File: src/rtl/dsram_arbiter.sv
// dsram_arbiter: shares one single-port data SRAM between the EX-stage port (m0) and an auxiliary port (m1).
//   clk, resetn (async, active-low); m0_*/m1_* request inputs (req, wr, wstrb, addr, wdata);
//   m0_addr_ok/m1_addr_ok grant pulses; m0_data_ok/m1_data_ok plus m0_rdata/m1_rdata one cycle later;
//   data_sram_* SRAM port. Default build: fixed priority to m0 with a starvation counter for m1.
//   Define DSRAM_ARB_RR_EN for round-robin arbitration instead.
module dsram_arbiter #(
  parameter int STARVE_MAX = 4
) (
  input  logic        clk,
  input  logic        resetn,
  input  logic        m0_req,
  input  logic        m0_wr,
  input  logic [3:0]  m0_wstrb,
  input  logic [31:0] m0_addr,
  input  logic [31:0] m0_wdata,
  output logic        m0_addr_ok,
  output logic        m0_data_ok,
  output logic [31:0] m0_rdata,
  input  logic        m1_req,
  input  logic        m1_wr,
  input  logic [3:0]  m1_wstrb,
  input  logic [31:0] m1_addr,
  input  logic [31:0] m1_wdata,
  output logic        m1_addr_ok,
  output logic        m1_data_ok,
  output logic [31:0] m1_rdata,
  output logic        data_sram_en,
  output logic [3:0]  data_sram_we,
  output logic [31:0] data_sram_addr,
  output logic [31:0] data_sram_wdata,
  input  logic [31:0] data_sram_rdata
);
  logic r_resp_vld, r_resp_id, r_resp_wr;
  logic w_grant0, w_grant1, w_any, w_wr;
`ifdef DSRAM_ARB_RR_EN
  logic r_last_grant;
  // On a tie the port that did not win last time goes next; reset value 1 lets m0 go first.
  assign w_grant1 = resetn & m1_req & (~m0_req | ~r_last_grant);
  always_ff @(posedge clk or negedge resetn)
    if (!resetn) r_last_grant <= 1'b1;
    else if (w_any) r_last_grant <= w_grant1;
`else
  localparam logic [3:0] SMAX = 4'(STARVE_MAX);
  logic [3:0] r_starve_cnt;
  assign w_grant1 = resetn & m1_req & (~m0_req | r_starve_cnt == SMAX);
  always_ff @(posedge clk or negedge resetn)
    if (!resetn) r_starve_cnt <= 4'd0;
    else if (w_grant1 | ~m1_req) r_starve_cnt <= 4'd0;
    else if (w_grant0 && r_starve_cnt != SMAX) r_starve_cnt <= r_starve_cnt + 4'd1;
`endif
  // resetn is folded into the grants so every combinational output is forced low during reset.
  assign w_grant0 = resetn & m0_req & ~w_grant1;
  assign w_any = w_grant0 | w_grant1;
  assign w_wr = (w_grant0 & m0_wr) | (w_grant1 & m1_wr);
  assign m0_addr_ok = w_grant0;
  assign m1_addr_ok = w_grant1;
  assign data_sram_en = w_any;
  assign data_sram_we = w_grant1 ? (m1_wr ? m1_wstrb : 4'b0000) : w_grant0 ? (m0_wr ? m0_wstrb : 4'b0000) : 4'b0000;
  assign data_sram_addr = w_grant1 ? m1_addr : w_grant0 ? m0_addr : 32'h0;
  assign data_sram_wdata = w_grant1 ? m1_wdata : w_grant0 ? m0_wdata : 32'h0;
  always_ff @(posedge clk or negedge resetn)
    if (!resetn) begin
      r_resp_vld <= 1'b0;
      r_resp_id <= 1'b0;
      r_resp_wr <= 1'b0;
    end else begin
      r_resp_vld <= w_any;
      r_resp_id <= w_grant1;
      r_resp_wr <= w_wr;
    end
  assign m0_data_ok = r_resp_vld & ~r_resp_id;
  assign m1_data_ok = r_resp_vld & r_resp_id;
  assign m0_rdata = (m0_data_ok & ~r_resp_wr) ? data_sram_rdata : 32'h0;
  assign m1_rdata = (m1_data_ok & ~r_resp_wr) ? data_sram_rdata : 32'h0;
endmodule

File: config.mk
export PLATFORM = sky130hd
export DESIGN_NAME = dsram_arbiter
export DESIGN_NICKNAME = d
export VERILOG_FILES = /design/src/rtl/dsram_arbiter.sv
export SDC_FILE = /design/constraint.sdc
export NUM_CORES = 1
export LEC_CHECK = 0
export ABC_AREA = 1
export CORE_AREA = 2 2 122 124
export CTS_BUF_LIST = sky130_fd_sc_hd__clkbuf_8
export DETAILED_ROUTE_END_ITERATION = 10
export DIE_AREA = 0 0 124 126
export PLACE_DENSITY_LB_ADDON = 0.1
export SLEW_MARGIN = 10
export SYNTH_ARGS = -nofsm -noshare
export SYNTH_HDL_FRONTEND = slang
export SYNTH_SLANG_ARGS = --single-unit
File: constraint.sdc
create_clock -name clk -period 1.53 [get_ports clk]
set_input_delay 0.2295 -clock clk [delete_from_list [all_inputs] [get_ports clk]]
set_output_delay 0.2295 -clock clk [all_outputs]
set_load 0.01 [all_outputs]
==> results.yml, run 1 <==
worst_setup_path:
  cp-end-kind: "output pin"
  critPathRequiredTime_ns: 1.30
  path_buf_inv: 5
  crit_family: "buffers and inverters"
  crit_chain: "inv_2, ha_4, nand3_4, buf_6, nand2_8, nand2_8, buf_12, buf_6, nand3_2, nand2_1, buf_2"
  slowest_delay_ns: 0.38
  critical_path_class: "register to output pin"
  worst_setup_path_start_kind: "register"
  slowest_stage: "dfrtp_1"
  cp_max_fo: 7
  cp.arrival_ns: 1.79
clock_tree:
  cts_buffer_depth: 2
  htree_levels: 1
  path_clk_slew_ns: 0.04
  clk_latency_ns: 0.23
  cts_tree: "built"
  postCtsHoldBufs: 0
  clkSinkCount: 7
  root_buffer: "clkbuf_8"
  cts-buffers-inserted: 3
floorplan:
  coreArea_um2: 14300
  fp-row-count: 44
  die-width_um: 124
  pin_count: 311
  die_area_um2: 15600
  dieHeight_um: 126
  initial_core_util_pct: 12.3
outcome:
  violations: "negative setup slack"
  outcome: "finished with violations"
pwr:
  leakage_nw: 3.24
  power.density_nw_per_um2: 319
  irDropWorstVdd_v: 0.000175
  finalPower_mw: 2.09
placed_design:
  postPlaceCellArea_um2: 5250
  place_hpwl_um: 9960
  place.gp.congestion: 0.792
  place.port_buffers: 310
sta:
  fin_crit_ns: 2.02
  worst_pin_slew_ns: 0.324
  period_share_pct: 132
  hold_slack_ns: 0.0940
  finalSetupViolations: 111
  hold_viol: 0
  fmax_mhz: 496
  setup_slack_ns: -0.487
  finalMaxSlewViolations: 0
  rsz0062_at_grt: "true"
  clock_skew_ns: 0.00162
  slew_headroom_pct: 78.4
yosys:
  yosysWarnings: 0
  synth.mux.area_fraction_pct: 0
  syn_area_per_cell_um2: 4.59
  synth_top_family_by_area: "simple AND/OR/NAND/NOR gates"
  synth_compound_area_share_pct: 2.06
  synth_seq_cells: 7
  netlist_area_um2: 1760
  synth_cell_type_count: 18
  synth_cells: 383
  synthXorXnorAreaFrac_pct: 0.498
  synth_nets: 559
  yosys.area_share.simple_pct: 70.1
  synthAdderAreaFrac_pct: 1.42
  seq_area_frac_synth_pct: 9.96
hold_path:
  hold_class: "input port to asynchronous set/reset pin"
flow_run:
  maxCapViolCount: 0
drt:
  vias: 3870
  ant_nets: 0
  routed_wl_um: 14700
  avgRoutedWirePerCell_um: 15.9
  drc: 0
  drtIter0Drc: 116
  drt_pass1_iterations: 4
  viasPerCell: 4.17
layout:
  multi_input_area_um2: 2080
  fillers: 1473
  final_area_um2: 6560
  drive_gt1_share_pct: 48.5
  seq_area_um2: 175
  syn_to_final_growth_pct: 273
  nets: 919
global_route:
  grt_max_degree: 41
  antenna_found_initial: 1
  grt_pass1_vias: 3855
  grt_pass1_wl_um: 19400
  overflow: 0
  gr-usage-all-layers_pct: 16.2
## cells in the final DEF, fill, tap and decap left out, drive strengths merged
cell and instances:
a21oi 2, clkbuf 23, dlygate4sd2 2, o21ai 3, nor2 69, dfrtp 7, nand2 155, buf 188
xor2 1, inv 43, clkdlybuf4s50 171, ha 2, diode 1, nand3b 4, nand4 1, nand3 71
## what timing repair did
action,in CTS,in global routing
cloned,9,12
endpoints found under the setup margin,137,136
gates resized for setup,556,301
setup buffers,20,9
pin swaps,7,38
## worst reg2reg max path, stage by stage, from the launching register on
cell       delay (ns)
dfrtp_1          0.38
inv_2            0.09
ha_4             0.14
nand3_4          0.08
buf_6            0.15
nand2_8          0.10
nand2_8          0.11
clkbuf_16        0.18
nand3_1          0.06
nand2_1          0.05
## layout make-up
| cell class | instances | area share (%) |
|---|---|---|
| Antenna cell | 1 | 0.0381 |
| Inverter | 42 | 2.40 |
| Timing Repair Buffer | 381 | 59.0 |
| Clock inverter | 1 | 0.0572 |
| Clock buffer | 3 | 0.629 |
| Multi-Input combinational cell | 308 | 31.7 |
| Tap cell | 184 | 3.51 |
| Sequential cell | 7 | 2.67 |
## registers in the layout (all words and copies together) (netlist names)
register      flops
r_resp_vld        1
r_resp_wr         1
r_starve_cnt      4
r_resp_id         1
## routing by layer
layer  vias to the layer above  GRT usage, %  part of all wire [%]
li1                       1896             -                     -
met5                         -             0                     0
met1                      1757          13.6                    30
met2                       205          33.2                    57
met3                        12          6.66                    12
met4                         0          4.76                   1.5
## cells by family (layout without fill, tap and decap cells)
group | after synthesis | in the layout
and+or+nand+nor | 299 | 300
buffers and inverters | 69 | 427
DFF | 7 | 7
AOI/OAI and AO/OA | 5 | 5
adders and majority gates | 2 | 2
xor gates and xnor gates | 1 | 1
other | 0 | 1
## worst paths after layout
path	from	endpoint	cells after the start	slack [ns]
max in group asynchronous	resetn	r_starve_cnt[3]	3	1.23
hold reg to reg	r_starve_cnt[3]	r_starve_cnt[3]	3	0.59
setup / recovery	r_starve_cnt[1]	data_sram_wdata[27]	11	-0.49
hold / removal	resetn	r_starve_cnt[2]	2	0.09
min in group clk	r_starve_cnt[3]	r_starve_cnt[3]	3	0.59
setup reg to reg	r_starve_cnt[1]	r_resp_wr	9	0.08
## cell usage after synthesis
master	number	area, µm²
buf_2	14	70.1
a21oi_4	1	16.3
buf_4	1	7.51
dfrtp_1	7	175
xor2_1	1	8.76
buf_1	1	3.75
clkbuf_1	11	41.3
nand4_1	1	6.26
o21ai_0	3	15.0
nand3_1	70	350
nand2_1	154	578
inv_2	1	3.75
nand3_2	1	10.0
nand3b_1	4	30.0
nor2_1	69	259
ha_1	2	25.0
a21oi_1	1	5.00
inv_1	41	154
## metrics by stage
stage	setup slack [ns]	util (%)	setup TNS [ns]	cells
CTS	-0.518	38.1	-31.81	909
finish	-0.487	45.8	-29.13	927
detailed placement	-0.775	36.7	-57.65	877
global route	-0.550	45.8	-37.86	927
global placement	-0.754	36.7	-56.42	877
floorplan	0.00661	-	0	383
## power by group
part	internal, mW	leakage, nW	switching [mW]
sequential	0.193	0.0938	0.00467
clock	0.173	0.0269	0.0796
combinational	0.953	3.11	0.690
(Power assumes the default switching activity.)
==> inputs of run 2 (changes only) <==
--- a/config.mk
+++ b/config.mk
@@ -11,7 +11,8 @@
 export DETAILED_ROUTE_END_ITERATION = 10
 export DIE_AREA = 0 0 124 126
 export PLACE_DENSITY_LB_ADDON = 0.1
-export SLEW_MARGIN = 10
+export SETUP_SLACK_MARGIN = 0.15
+export SLEW_MARGIN = 20
 export SYNTH_ARGS = -nofsm -noshare
 export SYNTH_HDL_FRONTEND = slang
 export SYNTH_SLANG_ARGS = --single-unit
==> run 2 against run 1 <==
Against the previous run: the flow still finishes with violations (negative setup slack); non-clock buffer count increased by 46; global-route usage increased by 0.70 points; fmax decreased by 2.8%; worst hold slack improved by 0.38 ns; sequential share of layout area decreased by 0.46 points; clock skew increased by 0.0026 ns; critical path type unchanged; largest cell class unchanged; largest power group unchanged.
==> results.yml, run 2 (synthesis results as in run 1) <==
clock_tree:
  clk_latency_ns: 0.24
  clkSinkCount: 7
  path_clk_slew_ns: 0.04
  cts_tree: "built"
  root_buffer: "clkbuf_8"
  cts_buffer_depth: 2
  htree_levels: 1
  cts-buffers-inserted: 3
placed_design:
  place.gp.congestion: 0.805
  dp.cells: 876
  place_hpwl_um: 9690
  place.port_buffers: 310
  postPlaceCellArea_um2: 5500
floorplan:
  pin_count: 311
  die_area_um2: 15600
  fp-row-count: 44
  initial_core_util_pct: 12.3
  dieHeight_um: 126
  die-width_um: 124
  coreArea_um2: 14300
worst_setup_path:
  critPathRequiredTime_ns: 1.30
  path_buf_inv: 6
  cp_max_fo: 5
  crit_family: "buffers and inverters"
  critical_path_class: "register to output pin"
  crit_chain: "inv_2, ha_4, nand3_4, a21oi_4, buf_6, buf_12, buf_12, clkbuf_16, nand2_2, nand2_2, buf_6"
  cp.arrival_ns: 1.84
  worst_setup_path_start_kind: "register"
  slowest_delay_ns: 0.38
  slowest_stage: "dfrtp_1"
  cp-end-kind: "output pin"
global_route:
  grt_pass1_wl_um: 20500
  use_met1_pct: 14.8
  overflow: 0
  use_met3_pct: 5.66
  grt_max_degree: 34
  grt_pass1_vias: 4004
  grt-busiest-layer: "met2"
  gr-usage-all-layers_pct: 16.9
  antenna_found_initial: 0
  grt_use_met2_pct: 36.7
sta:
  fin_crit_ns: 2.07
  clock_skew_ns: 0.00418
  hold_slack_ns: 0.473
  rsz0062_at_grt: "true"
  hold_viol: 0
  finalSetupViolations: 134
  finalSetupTns_ns: -42.10
  finalMaxSlewViolations: 0
  period_share_pct: 136
  worst_pin_slew_ns: 0.261
  setup_slack_ns: -0.544
  slew_headroom_pct: 82.6
  fmax_mhz: 482
layout:
  antenna_cells: 0
  top_register: "r_starve_cnt"
  layout_commonest_cell: "clkdlybuf4s50_1"
  final_area_um2: 7940
  seq_area_um2: 175
  drive_gt1_share_pct: 61.6
  syn_to_final_growth_pct: 351
  multi_input_area_um2: 2440
  final_util_pct: 55.5
  final_cell_count_no_fill: 971
  nets: 964
  mostFrequentLayoutCells: "clkdlybuf4s50_1 (171), buf_6 (163), nand2_2 (80), nor2_4 (51), nand2_4 (44)"
  fillers: 1256
  largest_reg_flops: 4
outcome:
  violations: "negative setup slack"
  outcome: "finished with violations"
pwr:
  power.density_nw_per_um2: 317
  leakage_nw: 3.86
  irDropWorstVdd_v: 0.000166
drt:
  viasPerCell: 4.21
  avgRoutedWirePerCell_um: 16.2
  ant_nets: 0
  drt_pass1_iterations: 4
  drtIter0Drc: 66
  vias: 4092
  drc: 0
  routed_wl_um: 15700
hold_path:
  hold_class: "input port to asynchronous set/reset pin"
flow_run:
  maxCapViolCount: 0
==> run 2: routing by layer <==
metal | wire, µm | vias to the layer above
li1 | - | 1993
met1 | 4960 | 1878
met2 | 8910 | 204
met3 | 1610 | 17
met4 | 231 | 0
met5 | 0 | -
==> run 2: worst paths after layout <==
kind                                 endpoint             from  cells past startpoint  slack [ns]
min reg2reg                   r_starve_cnt[3]  r_starve_cnt[3]                      3        0.57
min                                r_resp_vld           resetn                      3        0.47
max reg2reg                         r_resp_wr  r_starve_cnt[0]                     11       -0.07
max                        data_sram_addr[12]  r_starve_cnt[0]                     11       -0.54
min in group clk                   r_resp_vld           resetn                      4        0.47
max in group asynchronous     r_starve_cnt[1]           resetn                      3        0.89
==> run 2: area by class of cell <==
class	count	share of cell area [%]
Sequential cell	7	2.21
Multi-Input combinational cell	307	30.7
Timing Repair Buffer	427	61.6
Clock buffer	3	0.520
Inverter	42	2.02
Clock inverter	1	0.0473
Tap cell	184	2.90
==> run 2: timing repair <==
item / CTS / global route
endpoints found under the hold margin: 0 / 7
gates resized for setup: 729 / 266
setup buffers: 43 / 26
gates cloned: 15 / 5
hold buffers: 0 / 2
pin swaps: 11 / 22
setup endpoints to repair: 139 / 140
==> run 2: report_power, final <==
group | total, mW | internal [mW] | switching [mW]
sequential | 0.198 | 0.193 | 0.00483
combinational | 2.05 | 1.23 | 0.819
clock | 0.269 | 0.175 | 0.0940
total | 2.52 | 1.60 | 0.917
==> run 2: worst register-to-register path, stage by stage, from the launching register on <==
cell and delay (ns):
dfrtp_1 0.38, inv_2 0.08, ha_4 0.14, nand3_4 0.08
buf_6 0.13, nand2_4 0.06, nand2_4 0.08, buf_6 0.14
clkbuf_16 0.16, buf_4 0.14, nand3_2 0.04, nand2_1 0.05
==> run 2: metrics by stage <==
step	setup WS, ns	power, mW
finish	-0.544	2.52
global route	-0.634	2.66
CTS	-0.511	2.17
detailed placement	-0.851	1.56
global placement	-0.810	1.56
floorplan	0.00764	0.626
==> inputs of run 3 (changes only) <==
--- a/config.mk
+++ b/config.mk
@@ -6,10 +6,10 @@
 export NUM_CORES = 1
 export LEC_CHECK = 0
 export ABC_AREA = 1
-export CORE_AREA = 2 2 122 124
+export CORE_AREA = 2 2 120 122
 export CTS_BUF_LIST = sky130_fd_sc_hd__clkbuf_8
 export DETAILED_ROUTE_END_ITERATION = 10
-export DIE_AREA = 0 0 124 126
+export DIE_AREA = 0 0 122 124
 export PLACE_DENSITY_LB_ADDON = 0.1
 export SETUP_SLACK_MARGIN = 0.15
 export SLEW_MARGIN = 20
==> constraint.sdc (replaced) <==
create_clock -name clk -period 1.95 [get_ports clk]
set_input_delay 0.2925 -clock clk [delete_from_list [all_inputs] [get_ports clk]]
set_output_delay 0.2925 -clock clk [all_outputs]
set_load 0.01 [all_outputs]
==> run 3 against run 2 <==
Against the previous run: the run still ends with negative setup slack left; final cell count shrank 6.9%; sequential share of layout area is 0.85 points higher; non-clock buffer count is 63 lower; routed wire length decreased by 18%; combinational power decreased by 48%; critical endpoint is now data_sram_addr[19].
==> results.yml, run 3 (synthesis results as in run 1) <==
clock_tree:
  root_buffer: "clkbuf_8"
  clk_latency_ns: 0.23
  cts_buffer_depth: 2
  cts_tree: "built"
  htree_levels: 1
  cts-buffers-inserted: 3
  clkSinkCount: 7
  path_clk_slew_ns: 0.04
worst_setup_path:
  crit_family: "buffers and inverters"
  worst_setup_path_start_kind: "register"
  cp.depth: 11
  path_buf_inv: 6
  reg2reg_depth: 12
  cp.arrival_ns: 1.81
  cpMostUsedCell: "buf_6"
  slowest_stage: "dfrtp_1"
  critical_path_class: "register to output pin"
  critPathRequiredTime_ns: 1.66
  cp_max_fo: 7
  crit_chain: "inv_2, ha_4, nand3_4, a21oi_4, buf_6, buf_6, buf_6, buf_12, nand2_2, nand2_1, buf_2"
  cp-end-kind: "output pin"
  slowest_delay_ns: 0.38
layout:
  nets: 901
  final_util_pct: 41.7
  top_register: "r_starve_cnt"
  multi_input_area_um2: 1560
  drive_gt1_share_pct: 26.8
  fillers: 1471
  layout_commonest_cell: "clkdlybuf4s50_1"
  antenna_cells: 0
  syn_to_final_growth_pct: 225
  seq_area_um2: 175
  mostFrequentLayoutCells: "clkdlybuf4s50_1 (174), nand2_1 (105), nor2_1 (67), dlygate4sd2_1 (63), nand3_1 (62)"
  largest_reg_flops: 4
drt:
  routed_wl_um: 12800
  ant_nets: 0
  vias: 3665
  drtIter0Drc: 97
  viasPerCell: 4.05
  avgRoutedWirePerCell_um: 14.2
  drt_pass1_iterations: 6
  drc: 0
global_route:
  grt-busiest-layer: "met2"
  grt_use_met2_pct: 30.5
  grt_pass1_wl_um: 17600
  use_met1_pct: 14.5
  grt_max_degree: 33
  antenna_found_initial: 0
  gr-usage-all-layers_pct: 14.8
  use_met3_pct: 5.08
  grt_pass1_vias: 3533
  overflow: 0
floorplan:
  fp-row-count: 43
  die_area_um2: 15100
  dieHeight_um: 124
  coreArea_um2: 13700
  die-width_um: 122
  initial_core_util_pct: 12.8
  pin_count: 311
sta:
  slew_headroom_pct: 83.0
  finalMaxSlewViolations: 0
  setup_slack_ns: -0.155
  finalSetupViolations: 66
  hold_viol: 0
  clock_skew_ns: 0.00733
  hold_slack_ns: 0.427
  fmax_mhz: 475
  worst_pin_slew_ns: 0.255
  rsz0062_at_grt: "true"
  fin_crit_ns: 2.11
  period_share_pct: 108
pwr:
  leakage_nw: 3.17
  finalPower_mw: 1.42
  irDropWorstVdd_v: 0.000155
  power.density_nw_per_um2: 249
outcome:
  violations: "negative setup slack"
  outcome: "finished with violations"
placed_design:
  place.gp.congestion: 0.788
  place_hpwl_um: 9720
  place.port_buffers: 310
flow_run:
  maxCapViolCount: 0
hold_path:
  hold_class: "input port to asynchronous set/reset pin"
[run 3: metal layers]
metal	part of all wire [%]	wire (µm)
met1	33	4280
met5	0	0
met4	0.91	117
met3	11	1370
met2	55	7030
[run 3: final cells by class]
cell class,instances,share of cell area [%]
repair buffers,364,62.2
multi-input cells,307,27.3
well taps,180,3.93
flip-flops and latches,7,3.06
inverters,42,2.75
clock buffers,3,0.721
clock inverters,1,0.0656
[run 3: timing repair]
item / CTS / global route
setup buffers: 19 / 2
setup endpoints to repair: 135 / 73
hold buffers: 0 / 0
resized for setup: 418 / 64
gates cloned: 6 / 2
pin swaps: 23 / 27
[run 3: report_power, final]
group | internal (mW) | switching, mW | leakage, nW
Clock | 0.136 | 0.0642 | 0.0269
Sequential | 0.152 | 0.00283 | 0.0938
Combinational | 0.638 | 0.430 | 3.05
Total | 0.926 | 0.497 | 3.17
[run 3: stage by stage]
| stage | area (µm²) | TNS, ns | setup WS [ns] | cells |
|---|---|---|---|---|
| after floorplan | 1760 | 0 | 0.327 | 383 |
| after detailed placement | 5240 | -27.92 | -0.465 | 871 |
| after CTS | 5420 | -9.24 | -0.203 | 900 |
| final | 5720 | -5.67 | -0.155 | 904 |
| after global placement | 5240 | -27.51 | -0.481 | 871 |
| after global routing | 5720 | -11.99 | -0.245 | 904 |
[run 3: path summary, 6_finish.rpt]
| check | start | end | slack (ns) |
|---|---|---|---|
| min | resetn | r_starve_cnt[3] | 0.43 |
| max reg2reg | r_starve_cnt[0] | r_resp_wr | 0.23 |
| min reg2reg | r_starve_cnt[3] | r_starve_cnt[3] | 0.57 |
| max in group asynchronous | resetn | r_resp_vld | 1.39 |
| max | r_starve_cnt[0] | data_sram_addr[19] | -0.16 |
| min in group clk | r_starve_cnt[3] | r_starve_cnt[3] | 0.57 |
